## config.mk

```make
export PLATFORM = sky130hd
export DESIGN_NAME = sos_stream_driver_flat
export DESIGN_NICKNAME = d
export VERILOG_FILES = /design/src/rtl/sos_stream_driver_if.sv /design/src/rtl/sos_stream_driver.sv /design/src/flat_wrapper.sv
export SDC_FILE = /design/constraint.sdc
export NUM_CORES = 1
export LEC_CHECK = 0
export CAP_MARGIN = 20
export CORE_MARGIN = 3
export CORE_UTILIZATION = 23
export DETAILED_ROUTE_END_ITERATION = 10
export PLACE_DENSITY = 0.45
export REMOVE_ABC_BUFFERS = 1
export SYNTH_ARGS = -nofsm -noshare
export SYNTH_HDL_FRONTEND = slang
export SYNTH_SLANG_ARGS = --single-unit
```

## constraint.sdc

```tcl
create_clock -name clk -period 4.4 [get_ports clk]
set_clock_uncertainty 0.1 [all_clocks]
set_input_delay 0.44 -clock clk [delete_from_list [all_inputs] [get_ports clk]]
set_output_delay 0.44 -clock clk [all_outputs]
set_load 0.02 [all_outputs]
```

## src/rtl/sos_stream_driver_if.sv

```systemverilog
// Sample/result handshake bundle between upstream, the driver, the SOS and downstream.
interface sos_stream_driver_if #(
  parameter int unsigned DATA_W = 24
) ();

  logic              s_valid;
  logic              s_ready;
  logic [DATA_W-1:0] s_data;
  logic              m_valid;
  logic [DATA_W-1:0] m_data;
  logic              r_valid;
  logic [DATA_W-1:0] r_data;
  logic              o_valid;
  logic [DATA_W-1:0] o_data;

  // Driver side.
  modport master (
    input  s_valid, s_data, r_valid, r_data,
    output s_ready, m_valid, m_data, o_valid, o_data
  );

  // Environment side: upstream source, SOS and downstream sink.
  modport slave (
    output s_valid, s_data, r_valid, r_data,
    input  s_ready, m_valid, m_data, o_valid, o_data
  );

endinterface

```

## src/rtl/sos_stream_driver.sv

```systemverilog
// Buffers upstream samples and issues them to the SOS one at a time, waiting for each
// result (or a timeout) before issuing the next, so the SOS feedback state can settle.
module sos_stream_driver #(
  parameter int unsigned DATA_W     = 24,
  parameter int unsigned FIFO_DEPTH = 8,
  parameter int unsigned TIMEOUT    = 63
) (
  input  logic                        clk,
  input  logic                        rst_n,
  sos_stream_driver_if.master         bus,
  output logic                        busy,
  output logic [$clog2(FIFO_DEPTH):0] fifo_count,
  output logic                        timeout_err,
  output logic                        stray_err,
  input  logic                        clr_err
);

  localparam int unsigned PtrW = $clog2(FIFO_DEPTH);
  localparam int unsigned CntW = PtrW + 1;
  localparam logic [7:0]  TimeoutVal = TIMEOUT[7:0];

  typedef enum logic [0:0] {StIdle, StWait} state_e;

  state_e            state_q, state_d;
  logic [PtrW-1:0]   wr_ptr_q, wr_ptr_d;
  logic [PtrW-1:0]   rd_ptr_q, rd_ptr_d;
  logic [CntW-1:0]   count_q, count_d;
  logic [7:0]        timer_q, timer_d;
  logic              m_valid_q, m_valid_d;
  logic [DATA_W-1:0] m_data_q, m_data_d;
  logic              o_valid_q, o_valid_d;
  logic [DATA_W-1:0] o_data_q, o_data_d;
  logic              tout_q, tout_d;
  logic              stray_q, stray_d;
  logic [DATA_W-1:0] mem [FIFO_DEPTH];
  logic              push, pop;

  assign bus.s_ready = (count_q < CntW'(FIFO_DEPTH));
  assign push        = bus.s_valid & bus.s_ready;

  // Sample storage; contents need no reset since occupancy is tracked by count_q.
  always_ff @(posedge clk) begin
    if (push) begin
      mem[wr_ptr_q] <= bus.s_data;
    end
  end

  // Next-state for the issue/wait FSM, FIFO pointers and sticky flags.
  always_comb begin
    state_d   = state_q;
    timer_d   = timer_q;
    m_valid_d = 1'b0;
    m_data_d  = m_data_q;
    o_valid_d = 1'b0;
    o_data_d  = o_data_q;
    pop       = 1'b0;
    // Clears apply first so a same-cycle set below overrides them.
    tout_d    = clr_err ? 1'b0 : tout_q;
    stray_d   = clr_err ? 1'b0 : stray_q;

    case (state_q)
      StIdle: begin
        if (bus.r_valid) begin
          stray_d = 1'b1;
        end
        // Only the registered count is consulted, so a fresh push waits one cycle.
        if (count_q != '0) begin
          pop       = 1'b1;
          m_valid_d = 1'b1;
          m_data_d  = mem[rd_ptr_q];
          timer_d   = '0;
          state_d   = StWait;
        end
      end
      StWait: begin
        // A result arriving on the last allowed cycle still wins over the timeout.
        if (bus.r_valid) begin
          o_valid_d = 1'b1;
          o_data_d  = bus.r_data;
          state_d   = StIdle;
        end else if (timer_q == TimeoutVal) begin
          tout_d  = 1'b1;
          state_d = StIdle;
        end else begin
          timer_d = timer_q + 8'd1;
        end
      end
      default: state_d = StIdle;
    endcase

    wr_ptr_d = push ? wr_ptr_q + PtrW'(1) : wr_ptr_q;
    rd_ptr_d = pop  ? rd_ptr_q + PtrW'(1) : rd_ptr_q;
    case ({push, pop})
      2'b10:   count_d = count_q + CntW'(1);
      2'b01:   count_d = count_q - CntW'(1);
      default: count_d = count_q;
    endcase
  end

  // State registers; asynchronous reset drops any buffered or in-flight sample.
  always_ff @(posedge clk or negedge rst_n) begin
    if (!rst_n) begin
      state_q   <= StIdle;
      wr_ptr_q  <= '0;
      rd_ptr_q  <= '0;
      count_q   <= '0;
      timer_q   <= '0;
      m_valid_q <= 1'b0;
      m_data_q  <= '0;
      o_valid_q <= 1'b0;
      o_data_q  <= '0;
      tout_q    <= 1'b0;
      stray_q   <= 1'b0;
    end else begin
      state_q   <= state_d;
      wr_ptr_q  <= wr_ptr_d;
      rd_ptr_q  <= rd_ptr_d;
      count_q   <= count_d;
      timer_q   <= timer_d;
      m_valid_q <= m_valid_d;
      m_data_q  <= m_data_d;
      o_valid_q <= o_valid_d;
      o_data_q  <= o_data_d;
      tout_q    <= tout_d;
      stray_q   <= stray_d;
    end
  end

  assign bus.m_valid = m_valid_q;
  assign bus.m_data  = m_data_q;
  assign bus.o_valid = o_valid_q;
  assign bus.o_data  = o_data_q;
  assign busy        = (state_q == StWait);
  assign fifo_count  = count_q;
  assign timeout_err = tout_q;
  assign stray_err   = stray_q;

endmodule

```

## src/flat_wrapper.sv

```systemverilog
// flat-port wrapper written by rule: the top's interface ports become plain ports
module sos_stream_driver_flat 
#(
  parameter int unsigned DATA_W     = 24,
  parameter int unsigned FIFO_DEPTH = 8,
  parameter int unsigned TIMEOUT    = 63
)
  (clk, rst_n, busy, fifo_count, timeout_err, stray_err, clr_err, bus_s_valid, bus_s_data, bus_r_valid, bus_r_data, bus_s_ready, bus_m_valid, bus_m_data, bus_o_valid, bus_o_data);
  sos_stream_driver_if #(.DATA_W(DATA_W)) bus_i ();
  input  logic clk;
  input  logic rst_n;
  output logic busy;
  output logic [$clog2(FIFO_DEPTH):0] fifo_count;
  output logic timeout_err;
  output logic stray_err;
  input  logic clr_err;
  input wire logic [$bits(bus_i.s_valid)-1:0] bus_s_valid;
  input wire logic [$bits(bus_i.s_data)-1:0] bus_s_data;
  input wire logic [$bits(bus_i.r_valid)-1:0] bus_r_valid;
  input wire logic [$bits(bus_i.r_data)-1:0] bus_r_data;
  output wire logic [$bits(bus_i.s_ready)-1:0] bus_s_ready;
  output wire logic [$bits(bus_i.m_valid)-1:0] bus_m_valid;
  output wire logic [$bits(bus_i.m_data)-1:0] bus_m_data;
  output wire logic [$bits(bus_i.o_valid)-1:0] bus_o_valid;
  output wire logic [$bits(bus_i.o_data)-1:0] bus_o_data;
  assign bus_i.s_valid = bus_s_valid;
  assign bus_i.s_data = bus_s_data;
  assign bus_i.r_valid = bus_r_valid;
  assign bus_i.r_data = bus_r_data;
  assign bus_s_ready = bus_i.s_ready;
  assign bus_m_valid = bus_i.m_valid;
  assign bus_m_data = bus_i.m_data;
  assign bus_o_valid = bus_i.o_valid;
  assign bus_o_data = bus_i.o_data;
  sos_stream_driver #(.DATA_W(DATA_W), .FIFO_DEPTH(FIFO_DEPTH), .TIMEOUT(TIMEOUT)) u_core (.clk(clk), .rst_n(rst_n), .bus(bus_i), .busy(busy), .fifo_count(fifo_count), .timeout_err(timeout_err), .stray_err(stray_err), .clr_err(clr_err));
endmodule
```

# Word level (Yosys, flattened, before mapping)
# Memory sizes are Yosys's and may differ from the RTL's. A register that Yosys moved wholly into a read port is not among the register bits.
# Index checks and enable logic that the tools add are counted.
[word_totals] regBits=47 latch_bits=0 mem_bits_rw=192 rom_bits=0 input_bits=53 out_inout_bits=58 word_cells=52 memories=1
[memory_table] name="u_core.mem" depth=8 width=24 read_ports=1 rd_ports_with_merged_regs=1 wr=1 line_no="sos_stream_driver.sv:35" rtl="logic [DATA_W-1:0] mem [FIFO_DEPTH];"
[op_classes] addsub=5 n_mul=0 div_mod_pow=0 magnitude_cmp=1 eq_ne=6 shifts=0 mux=21 n_bitwise=2 reduce_logical=6
[ops] operator="$mux 8" n=3
[ops] operator="$pmux 8 s2" n=1
[ops] operator="$mux 1" n=15
[ops] operator="$add 8x1->8 const B" n=1
[ops] operator="$eq 8x6->1 const B" n=1
[ops] operator="$pmux 4 s2" n=1
[ops] operator="$add 3x1->3 const B" n=2
[ops] operator="$add 4x1->4 const B" n=1
[ops] operator="$lt 4x4->1 const B" n=1
[ops] operator="$ne 2x2->1 const B" n=2
[ops] operator="$reduce_and 2->1" n=2
[ops] operator="$reduce_bool 4->1" n=1
[ops] operator="$sub 4x1->4 const B" n=1
[ops] operator="$reduce_and 3->1" n=1
[ops] operator="$eq 2x1->1 const B" n=1
[ops] operator="$eq 2x2->1 const B" n=1
[ops] operator="$ne 2x1->1 const B" n=1
[ops] operator="$pmux 1 s2" n=1
[ops] operator="$reduce_bool 2->1" n=1
[ops] operator="$and 1x1->1" n=1
[ops] operator="$logic_not 1->1" n=1
[ops] operator="$not 1->1" n=1

# Longest topological paths before layout
[logic_depth] depth_word=5 depth_mapped=11 mapped_depth_nobuf=10

# Least setup slack after synthesis
# No wires, ideal clock.
[synth_timing] path_type="reg-to-reg" startpoint="register u_core.count_q[3] (netlist: u_core.fifo_count[3])" endpoint="memory u_core.mem[0][0], enable pin" setup_time_ns=0.435 arrival_ns=2.631 required_ns=3.865 setup_slack_ns=1.234 path_stages_with_launch=4 path_buffers=0 synth_period_minus_slack_ns=3.166 cell_sequence="dfrtp_1 -> nor2b_1 -> nand2b_1 -> nor3_1"
[synth_via] elab_chain_cells=4
[synth_rtl] item="start, declared" line_no="sos_stream_driver.sv:27" rtl="logic [CntW-1:0] count_q, count_d;"
[synth_rtl] item="start signal, assigned" line_no="sos_stream_driver.sv:118" rtl="count_q <= count_d;"
[synth_rtl] item="$lt 4x4->1" line_no="sos_stream_driver.sv:38" rtl="assign bus.s_ready = (count_q < CntW'(FIFO_DEPTH));"
[synth_rtl] item="$and 1x1->1" line_no="sos_stream_driver.sv:39" rtl="assign push = bus.s_valid & bus.s_ready;"
[synth_rtl] item="$mux 1" line_no="sos_stream_driver.sv:43" rtl="if (push) begin"
[synth_rtl] item="$mux 1 (not written as such)" line_no="sos_stream_driver.sv:44" rtl="mem[wr_ptr_q] <= bus.s_data;"
[synth_rtl] item="end, declared" line_no="sos_stream_driver.sv:35"
# Every way passes these cells.

# Final worst setup path
[layout_timing] startpoint="register u_core.count_q[3] (netlist: u_core.fifo_count[3])" endpoint="memory u_core.mem[2][14], enable pin"
# The elaborated chain is that of the path after synthesis.

==> flow_metrics.env <==
export IMPL_synth_seq_cells=263
export IMPL_final_cells=1270
export IMPL_fp_dieW_um=216.0
export IMPL_finalMaxSlewViolations=0
export IMPL_ant_nets=0
export IMPL_dp_cells=1213
export IMPL_drt_initial_drc_count=276
export IMPL_synthesis_instances=525
export IMPL_cts_made_buffers=30
export IMPL_total_leakage_power_nw=4.474
export IMPL_whs_ns=0.2951
export IMPL_avgRoutedWirePerCell_um=17.86
export IMPL_peakVddDrop_mv=0.3010
export IMPL_cpPeakStageDelay_ns=0.59
export IMPL_cap_violations=0
export IMPL_synth_flop_cell="edfxtp_1"
export IMPL_cts_buffer_depth=3
export IMPL_hold_path_class="in2async"
export IMPL_endpoint_kind="register"
export IMPL_slowest_stage="nor2_2"
export IMPL_rsz0062_at_grt="no"
export IMPL_root_buffer="clkbuf_16"
export IMPL_grt_max_degree=59
export IMPL_crit_type="reg2reg"
export IMPL_ys_top_cells_by_count="192 x edfxtp_1, 71 x dfrtp_1, 44 x mux4_2"
export IMPL_ys_top_cells_by_area="edfxtp_1 57%, dfrtp_1 18%, mux4_2 9.8%"
export IMPL_worstMarginPinSlew_ns=1.060
export IMPL_synth_most_common_cell="edfxtp_1"
export IMPL_drive_gt1_share_pct=18.42
export IMPL_period_needed_ns=2.678
export IMPL_synth_edf_count=192
export IMPL_cts_tree="built"
export IMPL_antenna_found_initial=1
export IMPL_drtPass1Iterations=4
export IMPL_gp_congestion=0.6680
export IMPL_h_tree_depth=1
export IMPL_viasPerCell=4.009
export IMPL_grt_pass1_vias=5525
export IMPL_start_util_pct=23.40
export IMPL_startpoint="u_core.fifo_count[3]"
export IMPL_grt_first_pass_wirelength_um=35210
export IMPL_io_buffer_count=110
export IMPL_final_area_mm2=0.01291
export IMPL_postCtsSetupBuffers=0
export IMPL_cp_buffers_inverters=1
export IMPL_worstPathCellList="nor2b_1 > nand2b_1 > nor2_2 > buf_4"
export IMPL_crit_fanout=15
export IMPL_synthDistinctLibCells=42
export IMPL_overflow=0
export IMPL_routed_wl_um=22680
export IMPL_die_h_um=216.0
export IMPL_required_ns=4.54
export IMPL_fin_nets=720
export IMPL_relSlewSlack_pct=29.13
export IMPL_dpl_cell_area_mm2=0.01196
export IMPL_powerDensity_mw_per_mm2=666.2
export IMPL_dieArea_mm2=0.04668
export IMPL_drc=0
export IMPL_io_pin_count=111
export IMPL_cts_resized_gates=0
export IMPL_synth_area_leader_cell="edfxtp_1"
export IMPL_r2r_start="u_core.fifo_count[3]"
export IMPL_period_share_pct=60.85
export IMPL_cts_sinks=263
export IMPL_setup_viol=0
export IMPL_row_count=76
export IMPL_synth_seq_area_share_pct=74.33
export IMPL_fillerInstances=4366
export IMPL_synth_top_area_share_pct=56.82
export IMPL_fmaxAchievable_mhz=373.5
export IMPL_synth_async_reset_ratio_pct=27.00
export IMPL_status="finished, final reports clean"
export IMPL_start_kind="register"
export IMPL_path_delay_family="simple AND/OR/NAND/NOR gates"
export IMPL_via_count=5092
export IMPL_critPathArrivalTime_ns=2.81
export IMPL_dp_hpwl_um=13900
export IMPL_synthToLayoutAreaGrowth_pct=27.25
export IMPL_syn_avg_cell_area_um2=19.33
export IMPL_yosysWarnings=0
export IMPL_cts_clk_slew_worst_paths_ns=0.06
export IMPL_clock_latency_ns=0.55
export IMPL_grtUsageTotal_pct=9.776
export IMPL_syn_cell_area_mm2=0.01015
export IMPL_finalPower_mw=8.602
export IMPL_finalHoldViolations=0
export IMPL_coreArea_mm2=0.04336
export IMPL_cts_hold_buf=1
export IMPL_tns_ns=0
==> power by group <==
group	internal (mW)	switching, mW
clock	1.37	0.996
sequential	3.17	0.413
combinational	1.33	1.33
total	5.86	2.74
==> worst paths after layout <==
path	endpoint	slack, ns	cells past startpoint
max	u_core.mem[2][14]	1.72	4
min	u_core.fifo_count[0]	0.30	2
max reg2reg	u_core.mem[2][14]	1.72	4
min reg2reg	u_core.bus.m_data[20]	0.38	2
max in group asynchronous	u_core.rd_ptr_q[2]	2.94	3
min in group clk	u_core.bus.m_data[20]	0.38	2
==> placed cells by master (no fill, tap or decap), drive strengths merged, types with 4 or more instances in the layout <==
cell             n
edfxtp         192
xnor2            5
clkdlybuf4s50  109
clkinv          20
nor3             4
ha               6
nand2           37
o21ai           27
a21oi            6
nor2             8
buf             18
nand2b           5
nand3            8
mux2i           24
mux2            26
clkbuf          32
xor2             5
dfrtp           71
mux4            48
inv              8
==> metrics by stage <==
step,util (%),setup WS [ns]
floorplan,-,1.234
CTS,29.77,1.591
global route,29.77,1.488
detailed placement,27.58,1.064
finish,29.78,1.722
global placement,27.58,1.134
==> area by class of cell <==
type                    count  area [um2]  share of cell area, %
clock inverters            23       182.7                  1.415
well taps                 585       732.0                  5.669
multi-input cells         231        2416                  18.71
flip-flops and latches    263        7546                  58.44
inverters                   7       26.28                 0.2035
diodes                      1       2.502                0.01938
repair buffers            128        1249                  9.671
clock buffers              32       758.2                  5.872
==> registers in the layout (all words and copies together) (netlist names) <==
name                count
u_core.bus.m_data      24
u_core.stray_err        1
u_core.bus.m_valid      1
u_core.timeout_err      1
u_core.rd_ptr_q         3
u_core.fifo_count       4
u_core.timer_q          8
u_core.busy             1
u_core.bus.o_data      24
u_core.wr_ptr_q         3
u_core.bus.o_valid      1
u_core.mem            192
==> logic make-up (layout without fill, tap and decap cells) <==
logic type | count (synthesis) | count (layout) | share of synthesized area [%]
flip-flops | 263 | 263 | 74.33
multiplexers | 98 | 98 | 16.05
AND/OR/NAND/NOR | 73 | 73 | 3.391
AO/OA/AOI/OAI | 44 | 44 | 2.515
buffers and inverters | 31 | 190 | 2.108
XOR/XNOR | 10 | 10 | 0.8631
adder cells (fa/ha/maj) | 6 | 6 | 0.7398
other | 0 | 1 | 0
==> routing by layer <==
metal / vias up / routed length, um / part of all wire (%) / track usage, %
li1: 2359 / - / - / -
met1: 2581 / 10750 / 47 / 13.54
met2: 123 / 10280 / 45 / 15.44
met3: 29 / 1243 / 5.5 / 2.619
met4: 0 / 400 / 1.8 / 2.167
met5: - / 0 / 0 / 0
(Power assumes the default switching activity.)
